[src/rtl/atm_pkg.sv]
// Shared types and constants for the ATM transaction controller: FSM state
// encodings, operation codes, database geometry and power-on account tables.
package atm_pkg;

  localparam int NUM_ACCOUNTS   = 10;
  localparam int TIMEOUT_CYCLES = 5;

  localparam int ACC_W = 4;
  localparam int PIN_W = 16;
  localparam int BAL_W = 32;
  localparam int OP_W  = 3;

  localparam logic [ACC_W-1:0] ACC_MAX = ACC_W'(NUM_ACCOUNTS);

  typedef enum logic [2:0] {
    ST_IDLE = 3'd7,
    ST_AUTH = 3'd1,
    ST_MENU = 3'd2,
    ST_EXEC = 3'd3
  } state_t;

  localparam logic [OP_W-1:0] OP_BALANCE    = 3'd3;
  localparam logic [OP_W-1:0] OP_WITHDRAW   = 3'd4;
  localparam logic [OP_W-1:0] OP_DEPOSIT    = 3'd5;
  localparam logic [OP_W-1:0] OP_CHANGE_PIN = 3'd6;

  localparam logic [PIN_W-1:0] PIN_MIN = 16'd1000;
  localparam logic [PIN_W-1:0] PIN_MAX = 16'd9999;

  // Entry i belongs to account i+1.
  localparam logic [PIN_W-1:0] INIT_PIN [NUM_ACCOUNTS] = '{
    16'd1234, 16'd2345, 16'd3456, 16'd4567, 16'd5678,
    16'd6789, 16'd7890, 16'd8901, 16'd9012, 16'd7123
  };

  localparam logic [BAL_W-1:0] INIT_BAL [NUM_ACCOUNTS] = '{
    32'd1000, 32'd2000, 32'd3000, 32'd4000, 32'd5000,
    32'd6000, 32'd7000, 32'd8000, 32'd9000, 32'd10000
  };

endpackage

[src/rtl/atm_account_db.sv]
// Account register file: per-account PIN and balance, one combinational read
// port, one write port (PIN or balance), synchronous reset to the initial tables.
module atm_account_db
  import atm_pkg::*;
(
  input  logic             clk,
  input  logic             rst,
  input  logic [ACC_W-1:0] rd_idx,
  output logic [PIN_W-1:0] rd_pin,
  output logic [BAL_W-1:0] rd_bal,
  input  logic             wr_en,
  input  logic             wr_pin_sel,
  input  logic [ACC_W-1:0] wr_idx,
  input  logic [PIN_W-1:0] wr_pin,
  input  logic [BAL_W-1:0] wr_bal
);

  logic [PIN_W-1:0] pin_q [NUM_ACCOUNTS];
  logic [BAL_W-1:0] bal_q [NUM_ACCOUNTS];

  always_ff @(posedge clk) begin
    if (rst) begin
      for (int i = 0; i < NUM_ACCOUNTS; i++) begin
        pin_q[i] <= INIT_PIN[i];
        bal_q[i] <= INIT_BAL[i];
      end
    end else if (wr_en && (wr_idx < ACC_MAX)) begin
      if (wr_pin_sel) pin_q[wr_idx] <= wr_pin;
      else            bal_q[wr_idx] <= wr_bal;
    end
  end

  // Out-of-range indices read as zero so the caller never sees a stray entry.
  always_comb begin
    rd_pin = '0;
    rd_bal = '0;
    if (rd_idx < ACC_MAX) begin
      rd_pin = pin_q[rd_idx];
      rd_bal = bal_q[rd_idx];
    end
  end

endmodule

[src/rtl/atm.sv]
// Single-session ATM transaction controller: IDLE -> AUTH -> MENU -> EXEC -> IDLE.
// Optional macro ATM_TIMEOUT_EN: MENU waits up to TIMEOUT_CYCLES for a valid operation.
module atm
  import atm_pkg::*;
(
  input  logic             clk,
  input  logic             rst,
  input  logic [OP_W-1:0]  operation,
  input  logic [ACC_W-1:0] acc_num,
  input  logic [PIN_W-1:0] pin,
  input  logic [PIN_W-1:0] newPin,
  input  logic [BAL_W-1:0] amount,
  input  logic             language,
  output logic [BAL_W-1:0] balance,
  output logic             success,
  output logic [2:0]       state
);

  function automatic logic [BAL_W:0] add_ext(input logic [BAL_W-1:0] a,
                                             input logic [BAL_W-1:0] b);
    return {1'b0, a} + {1'b0, b};
  endfunction

  function automatic logic pin_acceptable(input logic [PIN_W-1:0] cand,
                                          input logic [PIN_W-1:0] cur);
    return (cand != cur) && (cand >= PIN_MIN) && (cand <= PIN_MAX);
  endfunction

  state_t           state_q, state_d;
  logic [BAL_W-1:0] balance_q, balance_d;
  logic             success_q, success_d;

  logic [ACC_W-1:0] acc_idx;
  logic             acc_ok;
  logic             op_valid;
  logic [PIN_W-1:0] db_pin;
  logic [BAL_W-1:0] db_bal;
  logic [BAL_W:0]   dep_sum;

  logic             wr_en;
  logic             wr_pin_sel;
  logic [PIN_W-1:0] wr_pin;
  logic [BAL_W-1:0] wr_bal;

  // Message language only matters to the display side.
  logic unused_language;
  assign unused_language = language;

  assign acc_idx  = acc_num - ACC_W'(1);
  assign acc_ok   = (acc_num != '0) && (acc_num <= ACC_MAX);
  assign op_valid = (operation >= OP_BALANCE) && (operation <= OP_CHANGE_PIN);
  assign dep_sum  = add_ext(db_bal, amount);

  atm_account_db u_db (
    .clk        (clk),
    .rst        (rst),
    .rd_idx     (acc_idx),
    .rd_pin     (db_pin),
    .rd_bal     (db_bal),
    .wr_en      (wr_en),
    .wr_pin_sel (wr_pin_sel),
    .wr_idx     (acc_idx),
    .wr_pin     (wr_pin),
    .wr_bal     (wr_bal)
  );

`ifdef ATM_TIMEOUT_EN
  localparam logic [3:0] TMO_LAST = 4'(TIMEOUT_CYCLES - 1);
  logic [3:0] tmo_q, tmo_d;

  always_ff @(posedge clk) begin
    if (rst) tmo_q <= '0;
    else     tmo_q <= tmo_d;
  end
`endif

  always_ff @(posedge clk) begin
    if (rst) begin
      state_q   <= ST_IDLE;
      balance_q <= '0;
      success_q <= 1'b0;
    end else begin
      state_q   <= state_d;
      balance_q <= balance_d;
      success_q <= success_d;
    end
  end

  always_comb begin
    state_d    = state_q;
    balance_d  = balance_q;
    success_d  = success_q;
    wr_en      = 1'b0;
    wr_pin_sel = 1'b0;
    wr_pin     = '0;
    wr_bal     = '0;
`ifdef ATM_TIMEOUT_EN
    tmo_d      = tmo_q;
`endif
    case (state_q)
      ST_IDLE: state_d = ST_AUTH;
      ST_AUTH: begin
`ifdef ATM_TIMEOUT_EN
        tmo_d = '0;
`endif
        if (acc_ok && (pin == db_pin)) begin
          state_d = ST_MENU;
        end else begin
          state_d   = ST_IDLE;
          balance_d = '0;
          success_d = 1'b0;
        end
      end
      ST_MENU: begin
        if (op_valid) begin
          state_d = ST_EXEC;
        end else begin
`ifdef ATM_TIMEOUT_EN
          if (tmo_q == TMO_LAST) begin
            state_d   = ST_IDLE;
            success_d = 1'b0;
          end else begin
            tmo_d = tmo_q + 4'd1;
          end
`else
          state_d   = ST_IDLE;
          success_d = 1'b0;
`endif
        end
      end
      ST_EXEC: begin
        // Rejected operations still report the untouched balance.
        state_d   = ST_IDLE;
        balance_d = db_bal;
        success_d = 1'b0;
        case (operation)
          OP_BALANCE: success_d = 1'b1;
          OP_WITHDRAW: begin
            if (amount <= db_bal) begin
              wr_en     = 1'b1;
              wr_bal    = db_bal - amount;
              balance_d = db_bal - amount;
              success_d = 1'b1;
            end
          end
          OP_DEPOSIT: begin
            if (!dep_sum[BAL_W]) begin
              wr_en     = 1'b1;
              wr_bal    = dep_sum[BAL_W-1:0];
              balance_d = dep_sum[BAL_W-1:0];
              success_d = 1'b1;
            end
          end
          OP_CHANGE_PIN: begin
            if (pin_acceptable(newPin, db_pin)) begin
              wr_en      = 1'b1;
              wr_pin_sel = 1'b1;
              wr_pin     = newPin;
              success_d  = 1'b1;
            end
          end
          default: ;
        endcase
      end
      default: state_d = ST_IDLE;
    endcase
  end

  assign balance = balance_q;
  assign success = success_q;
  assign state   = state_q;

endmodule

[config.mk]
export PLATFORM = sky130hd
export DESIGN_NAME = atm
export DESIGN_NICKNAME = d
export VERILOG_FILES = /design/src/rtl/atm_pkg.sv /design/src/rtl/atm_account_db.sv /design/src/rtl/atm.sv
export SDC_FILE = /design/constraint.sdc
export NUM_CORES = 1
export LEC_CHECK = 0
export BUFFER_PORTS_ARGS = -buffer_cell sky130_fd_sc_hd__buf_4
export CORE_MARGIN = 2
export CORE_UTILIZATION = 46
export CTS_BUF_LIST = sky130_fd_sc_hd__clkbuf_4
export CTS_CLUSTER_SIZE = 10
export DETAILED_ROUTE_END_ITERATION = 7
export PLACE_DENSITY = 0.73
export SLEW_MARGIN = 30
export SYNTH_ARGS = -nofsm -noshare
export SYNTH_HDL_FRONTEND = slang
export SYNTH_SLANG_ARGS = --single-unit
[constraint.sdc]
create_clock -name clk -period 10.1 [get_ports clk]
set_clock_uncertainty 0.15 [all_clocks]
set_input_delay 1.01 -clock clk [delete_from_list [all_inputs] [get_ports clk]]
set_output_delay 1.01 -clock clk [all_outputs]
set_load 0.005 [all_outputs]
# Yosys cells after proc, flatten, opt, wreduce, memory -nomap -nowiden
# Memories as Yosys holds them, arrays and structs flattened.
# Cells that the tools add are included.
[op_classes] add_sub_neg=3 order_cmp=7 n_eq_ne=12 mux=44 n_reduce_logical=13
[op_table] cell="2-to-1 mux 32 bit" count=8
[op_table] cell="one-hot mux 32 bit (2 select lines)" count=3
[op_table] cell="2-to-1 mux 16 bit" count=5
[op_table] cell="adder 32 x 32 -> 33 bit" count=1
[op_table] cell="less-or-equal comparator 32 bit" count=1
[op_table] cell="OR reduction 32 bit" count=1
[op_table] cell="subtractor 32 bit" count=1
[op_table] cell="2-to-1 mux 1 bit" count=20
[op_table] cell="equality test 16 bit" count=1
[op_table] cell=">= comparator 16 x 10 -> 1 bit (second input constant)" count=1
[op_table] cell="less-or-equal comparator 16 x 14 -> 1 bit (second input constant)" count=1
[op_table] cell="!= test 16 bit" count=1
[op_table] cell="OR reduction 16 bit" count=1
[op_table] cell="equality test 3 bit (second input constant)" count=4
[op_table] cell="equality test 3 x 2 -> 1 bit (second input constant)" count=3
[op_table] cell="one-hot mux 3 bit (3 select lines)" count=1
[op_table] cell="2-to-1 mux 4 bit" count=2
[op_table] cell="logical AND 1 bit" count=6
[op_table] cell="2-to-1 mux 3 bit" count=2
[op_table] cell="one-hot mux 1 bit (3 select lines)" count=2
[op_table] cell="less-or-equal comparator 4 bit (second input constant)" count=1
[op_table] cell="< comparator 4 bit (second input constant)" count=1
[op_table] cell="!= test 2 bit (second input constant)" count=2
[op_table] cell="one-hot mux 1 bit (4 select lines)" count=1
[op_table] cell="other kinds (9)" count=9
[word_totals] reg_bits=36 ram_bits=480 n_memories=2
[memory_table] memory="u_db.bal_q" depth=10 width=32 rd=1 rd_clocked_by_memory_dff=0 write_ports=10 line_no="atm_account_db.sv:19" source="logic [BAL_W-1:0] bal_q [NUM_ACCOUNTS];"
[memory_table] memory="u_db.pin_q" depth=10 width=16 rd=1 rd_clocked_by_memory_dff=0 write_ports=10 line_no="atm_account_db.sv:18" source="logic [PIN_W-1:0] pin_q [NUM_ACCOUNTS];"

# Depth between registers and ports, before layout
[logic_depth] ltp_word=15 depth_mapped=30 mapped_depth_nobuf=18

# By module
# A second synthesis with hierarchy kept.
[hier_totals] cells_unflattened=2463 area_unflattened_um2=28589.9
[by_module_without_submodules] mod="atm_account_db" n_inst=1 cells_per_inst=1585 area_per_inst_um2=22190.0
[by_module_without_submodules] mod="atm" n_inst=1 cells_per_inst=878 area_per_inst_um2=6399.9

# Worst setup path before layout
# Ideal clock, no wire load.
[synth_path] path_type="input to register" start="input acc_num[0]" end="memory u_db.bal_q[9][0] (enable)" setup_time_ns=0.466 arrival_time_ns=9.158 path_slack_ns=0.327 cell_stages=26 cell_sequence="buf_6 buf_8 buf_12 buf_2 buf_2 buf_2 clkinv_1 ha_1 clkbuf_1 buf_2 buf_1 clkbuf_1 mux4_2 mux2i_1 o22ai_1 fa_1 nor3b_1 o311a_1 o2111a_1 nor3_2 o221ai_1 a31oi_2 buf_2 nor2_1 clkbuf_1 o21ai_0"
[synth_lines] element="start: declaration" line_no="atm.sv:9" source="input logic [ACC_W-1:0] acc_num,"
[synth_lines] element="end: declaration" line_no="atm_account_db.sv:19"

==> metrics.md <==
| Metric | Value |
|---|---|
| Die Wd | 248 µm |
| Sequential area share after synthesis | 55.4% |
| # Post-CTS Setup Buffers | 0 |
| H-tree depth reported by CTS | 4 |
| Worst VDD drop | 0.0998 mV |
| Critical Path, Cell by Cell | buf_8, clkinv_1, ha_4, buf_12, mux4_2, mux2i_1, o22ai_1, ha_1, or3_1, nor3_1, o21ai_0, or2_0, o221ai_1, a31o_2, buf_4, o22ai_1, o21ai_0, or2_2, nand2_1 |
| Design area | 0.0307 mm² |
| CTS Buf Count | 134 |
| Hold_sp | rst |
| Synthesis-to-finish area growth | 12.2% |
| TritonCTS clock tree | done |
| Sw frac | 29.0% |
| WHS Path Cells | 2 |
| Cell Int Power | 3.58 mW |
| Async SR Flop Fraction | 0% |
| Crit-path max cell delay | 0.70 ns |
| Filler cell count | 4993 |
| Post-Syn Area | 0.0273 mm² |
| Number of DRC markers in iteration 0 | 2188 |
| Area after DPL | 0.0290 mm² |
| Avg Vias per Cell | 6.01 |
| CTS Root Cell | clkbuf_4 |
| Wire per inst | 23.9 µm |
| Total Routing Usage GR | 25.7% |
| Routability cong. | 0.954 |
| Hold EP | balance[30] |
| Tcrit/Tclk final | 73.5% |
| Prevailing post-synth register cell | edfxtp_1 |
| Minimum clock period | 7.42 ns |
| Detail Placement HPWL | 53800 µm |
| PwrDens | 165 mW/mm² |
| Max Clock Freq | 135 MHz |
| Clock latency on the worst-skew pair | 0.98 ns |
| Net load switching power | 1.47 mW |
| Largest net degree at the start of global routing | 84 |
| Pins Over Slew Limit | 0 |
| Critical R2R Launch | u_db.bal_q[4][1] |
| Die ar. | 0.0614 mm² |
| Seq cells post-synth | 516 |
| Core ar. | 0.0589 mm² |
| Nets | 2559 |
| Share of layout cells above drive strength 1 | 23.2% |
| Initial antenna violation count | 6 |
| Multi-input gate area | 0.0112 mm² |
| Routed Antenna Nets | 0 |
| Routed Wire Length | 78400 µm |
| # IOs | 110 |
| RSZ-0062 raised after global routing | false |
| Worst-path fanout max | 77 |
| Vias | 19.7k |
| Vias in the first global route | 19.4k |
| Hold Violations, Final | 0 |
| Clock Sinks | 516 |
| Reg area | 0.0151 mm² |
| Initial Util | 46.4% |
| Yosys warning total | 0 |
| Avg Synthesized Cell Area | 12.2 µm² |
| Worst Path Required | 10.60 ns |
| R2R Setup Slk | 4.10 ns |
| Setup TNS | 0 ns |
| CTS clk-pin slew, worst paths | 0.07 ns |
| Maxcap violations | 0 |
| Total gr overflow | 0 |
| Gate Count Post-Synth | 2242 |
| Area leader, netlist | edfxtp_1 |
| Post-CTS sizing | 0 |
| WP data arrival | 7.92 ns |
| Top area cells in the synthesized netlist | edfxtp_1 53%, mux4_2 7.9%, nor2_1 3.5% |
| DRC | 0 |
| Netlist cell types | 101 |
| Register share of total power | 47.9% |
| Worst Hold Class | in -> reg |
| Largest delay contributor family on the critical path | compound AO/OA/AOI/OAI gates |
| Worst Max-Slew Pin Slew | 0.990 ns |
| Buffers on Ports | 108 |
| Row count | 89 |
| Comb pwr share | 17.5% |
| Status | finished clean |
| Number of synthesized flops with an enable pin | 480 |
| Worst path bufs/invs | 4 |
| Relative slew margins | 33.6% |
| Clock power share | 34.7% |
| Synth top area share | 52.7% |
| Final setup viols | 0 |
| Pleak | 11.1 nW |
| Hold buffers post-CTS | 0 |
| First-pass GRT wire length | 117000 µm |
| Crit path capture type | flop |
| CTS Buffer Depth | 3 |
| CP max-delay cell | ha_4 |
| Drt pass-1 iters | 5 |
| CP Class | in -> reg |
| Worst R2R Path Depth | 16 |
| Reg-to-Reg End | u_db.bal_q[7][11] |
| Die Y | 248 µm |
| CP Launch Type | input port |
[area by class of cell]
type | count | share of cell area (%)
Clock buffer | 184 | 4.50
Tap cell | 773 | 3.15
Clock inverter | 41 | 0.787
Antenna cell | 4 | 0.0326
Timing Repair Buffer | 179 | 4.61
Inverter | 98 | 1.20
Sequential cell | 516 | 49.3
Multi-Input combinational cell | 1487 | 36.4
[worst max-delay path by stage]
stage / start / slack (ns) / cells after the start / endpoint
2_1_floorplan: acc_num[0] / 0.33 / 26 / u_db.bal_q[9][0]
3_3_place_gp: acc_num[0] / 1.84 / 19 / u_db.bal_q[1][23]
3_5_place_dp: acc_num[0] / 1.78 / 19 / u_db.bal_q[6][23]
4_1_cts: acc_num[0] / 2.85 / 19 / u_db.bal_q[6][23]
5_1_grt: acc_num[0] / 2.43 / 19 / u_db.bal_q[6][23]
6_report: acc_num[0] / 2.68 / 19 / u_db.bal_q[7][11]
[metal layers]
layer	track usage, %	vias up	part of all wire (%)
li1	-	8721	-
met1	35.1	9806	40
met2	39.8	1040	47
met3	7.27	141	10
met4	8.42	6	2.6
met5	0	-	0.056
[flip-flops by register name (all words and copies together), names as in the netlist]
| register | cells |
|---|---|
| u_db.pin_q | 160 |
| success | 1 |
| balance | 32 |
| state | 3 |
| u_db.bal_q | 320 |
[layout by cell type (no fill, tap or decap), types with 9 or more instances in the layout]
| master | netlist | final |
|---|---|---|
| o2bb2ai_1 | 16 | 16 |
| nor3_1 | 21 | 21 |
| nor2_2 | 20 | 21 |
| mux4_2 | 96 | 96 |
| conb_1 | 1 | 20 |
| a22oi_1 | 16 | 16 |
| and2_1 | 100 | 100 |
| a21o_1 | 23 | 23 |
| inv_1 | 96 | 96 |
| clkbuf_4 | 0 | 184 |
| nand2b_1 | 66 | 66 |
| or2_2 | 22 | 22 |
| nand4_1 | 12 | 12 |
| mux2i_1 | 80 | 80 |
| ha_1 | 67 | 66 |
| clkinv_1 | 1 | 23 |
| xor2_1 | 31 | 30 |
| o31ai_1 | 16 | 16 |
| nand3_1 | 19 | 19 |
| o22ai_1 | 38 | 38 |
| o21bai_1 | 9 | 9 |
| nor2b_1 | 13 | 13 |
| nor3_2 | 9 | 9 |
| o21ai_0 | 40 | 38 |
| or2_1 | 14 | 14 |
| dfxtp_1 | 36 | 36 |
| a211oi_1 | 12 | 12 |
| o21ai_1 | 16 | 17 |
| edfxtp_1 | 480 | 480 |
| nor4_1 | 18 | 18 |
| a21oi_1 | 116 | 116 |
| nand2_1 | 136 | 136 |
| or3_1 | 19 | 19 |
| buf_4 | 7 | 173 |
| nor2_1 | 258 | 257 |
| o21ai_2 | 9 | 9 |
[logic make-up after synthesis]
logic type,count (synthesis),synth area share (%)
adders and majority gates,69,3.21
buffers and inverters,258,4.35
DFF,516,55.4
other,1,0.0137
muxes,177,10.9
and+or+nand+nor,760,14.2
AOI/OAI and AO/OA,426,10.9
xor gates and xnor gates,35,1.12
[through the flow]
step           std cells  worst slack, ns  hold WS (ns)  total power, mW  util [%]
3_3_place_gp        3053             1.84         0.288             3.32      49.3
4_1_cts             3278             2.85         0.131             5.07      52.1
5_1_grt             3281             2.43         0.183             5.25      52.1
3_5_place_dp        3053             1.78         0.292             3.32      49.3
6_report            3282             2.68         0.239             5.05      52.1
2_1_floorplan       2261            0.327         0.281             3.02         -
[power groups by stage]
stage	clock (mW)	sequential (mW)	combinational (mW)
after detailed placement	0	2.46	0.860
after floorplan	0	2.46	0.562
after global routing	1.89	2.42	0.942
final	1.75	2.42	0.881
after global placement	0	2.46	0.859
after CTS	1.79	2.42	0.865
[synthesized netlist by cell type (8+ instances only)]
| cell | n |
|---|---|
| or2_2 | 22 |
| and2_1 | 100 |
| buf_6 | 11 |
| nor2_2 | 20 |
| o22ai_1 | 38 |
| o21ai_2 | 9 |
| a21oi_1 | 116 |
| o21bai_1 | 9 |
| o211ai_1 | 8 |
| o31ai_1 | 16 |
| or2_1 | 14 |
| o2bb2ai_1 | 16 |
| nor2b_1 | 13 |
| nand4_1 | 12 |
| a21o_1 | 23 |
| xor2_1 | 31 |
| a221oi_1 | 8 |
| a22oi_1 | 16 |
| nor3_2 | 9 |
| nand2_1 | 136 |
| a211oi_1 | 12 |
| edfxtp_1 | 480 |
| o21a_1 | 8 |
| clkbuf_1 | 67 |
| nor3_1 | 21 |
| nor2_1 | 258 |
| or3_1 | 19 |
| o21ai_1 | 16 |
| mux4_2 | 96 |
| mux2i_1 | 80 |
| nand2b_1 | 66 |
| nand3_1 | 19 |
| dfxtp_1 | 36 |
| buf_2 | 65 |
| inv_1 | 96 |
| o21ai_0 | 40 |
| ha_1 | 67 |
| nor4_1 | 18 |
[worst reg2reg max path, delay by kind of cell (launching register included)]
family / cells / cell delay [ns]
simple gates: 6 / 1.82
mux: 2 / 0.93
fa+ha+maj: 1 / 0.41
compound gates: 5 / 1.49
flops: 1 / 0.37
buf+inv: 2 / 0.55
(Power assumes the default switching activity.)
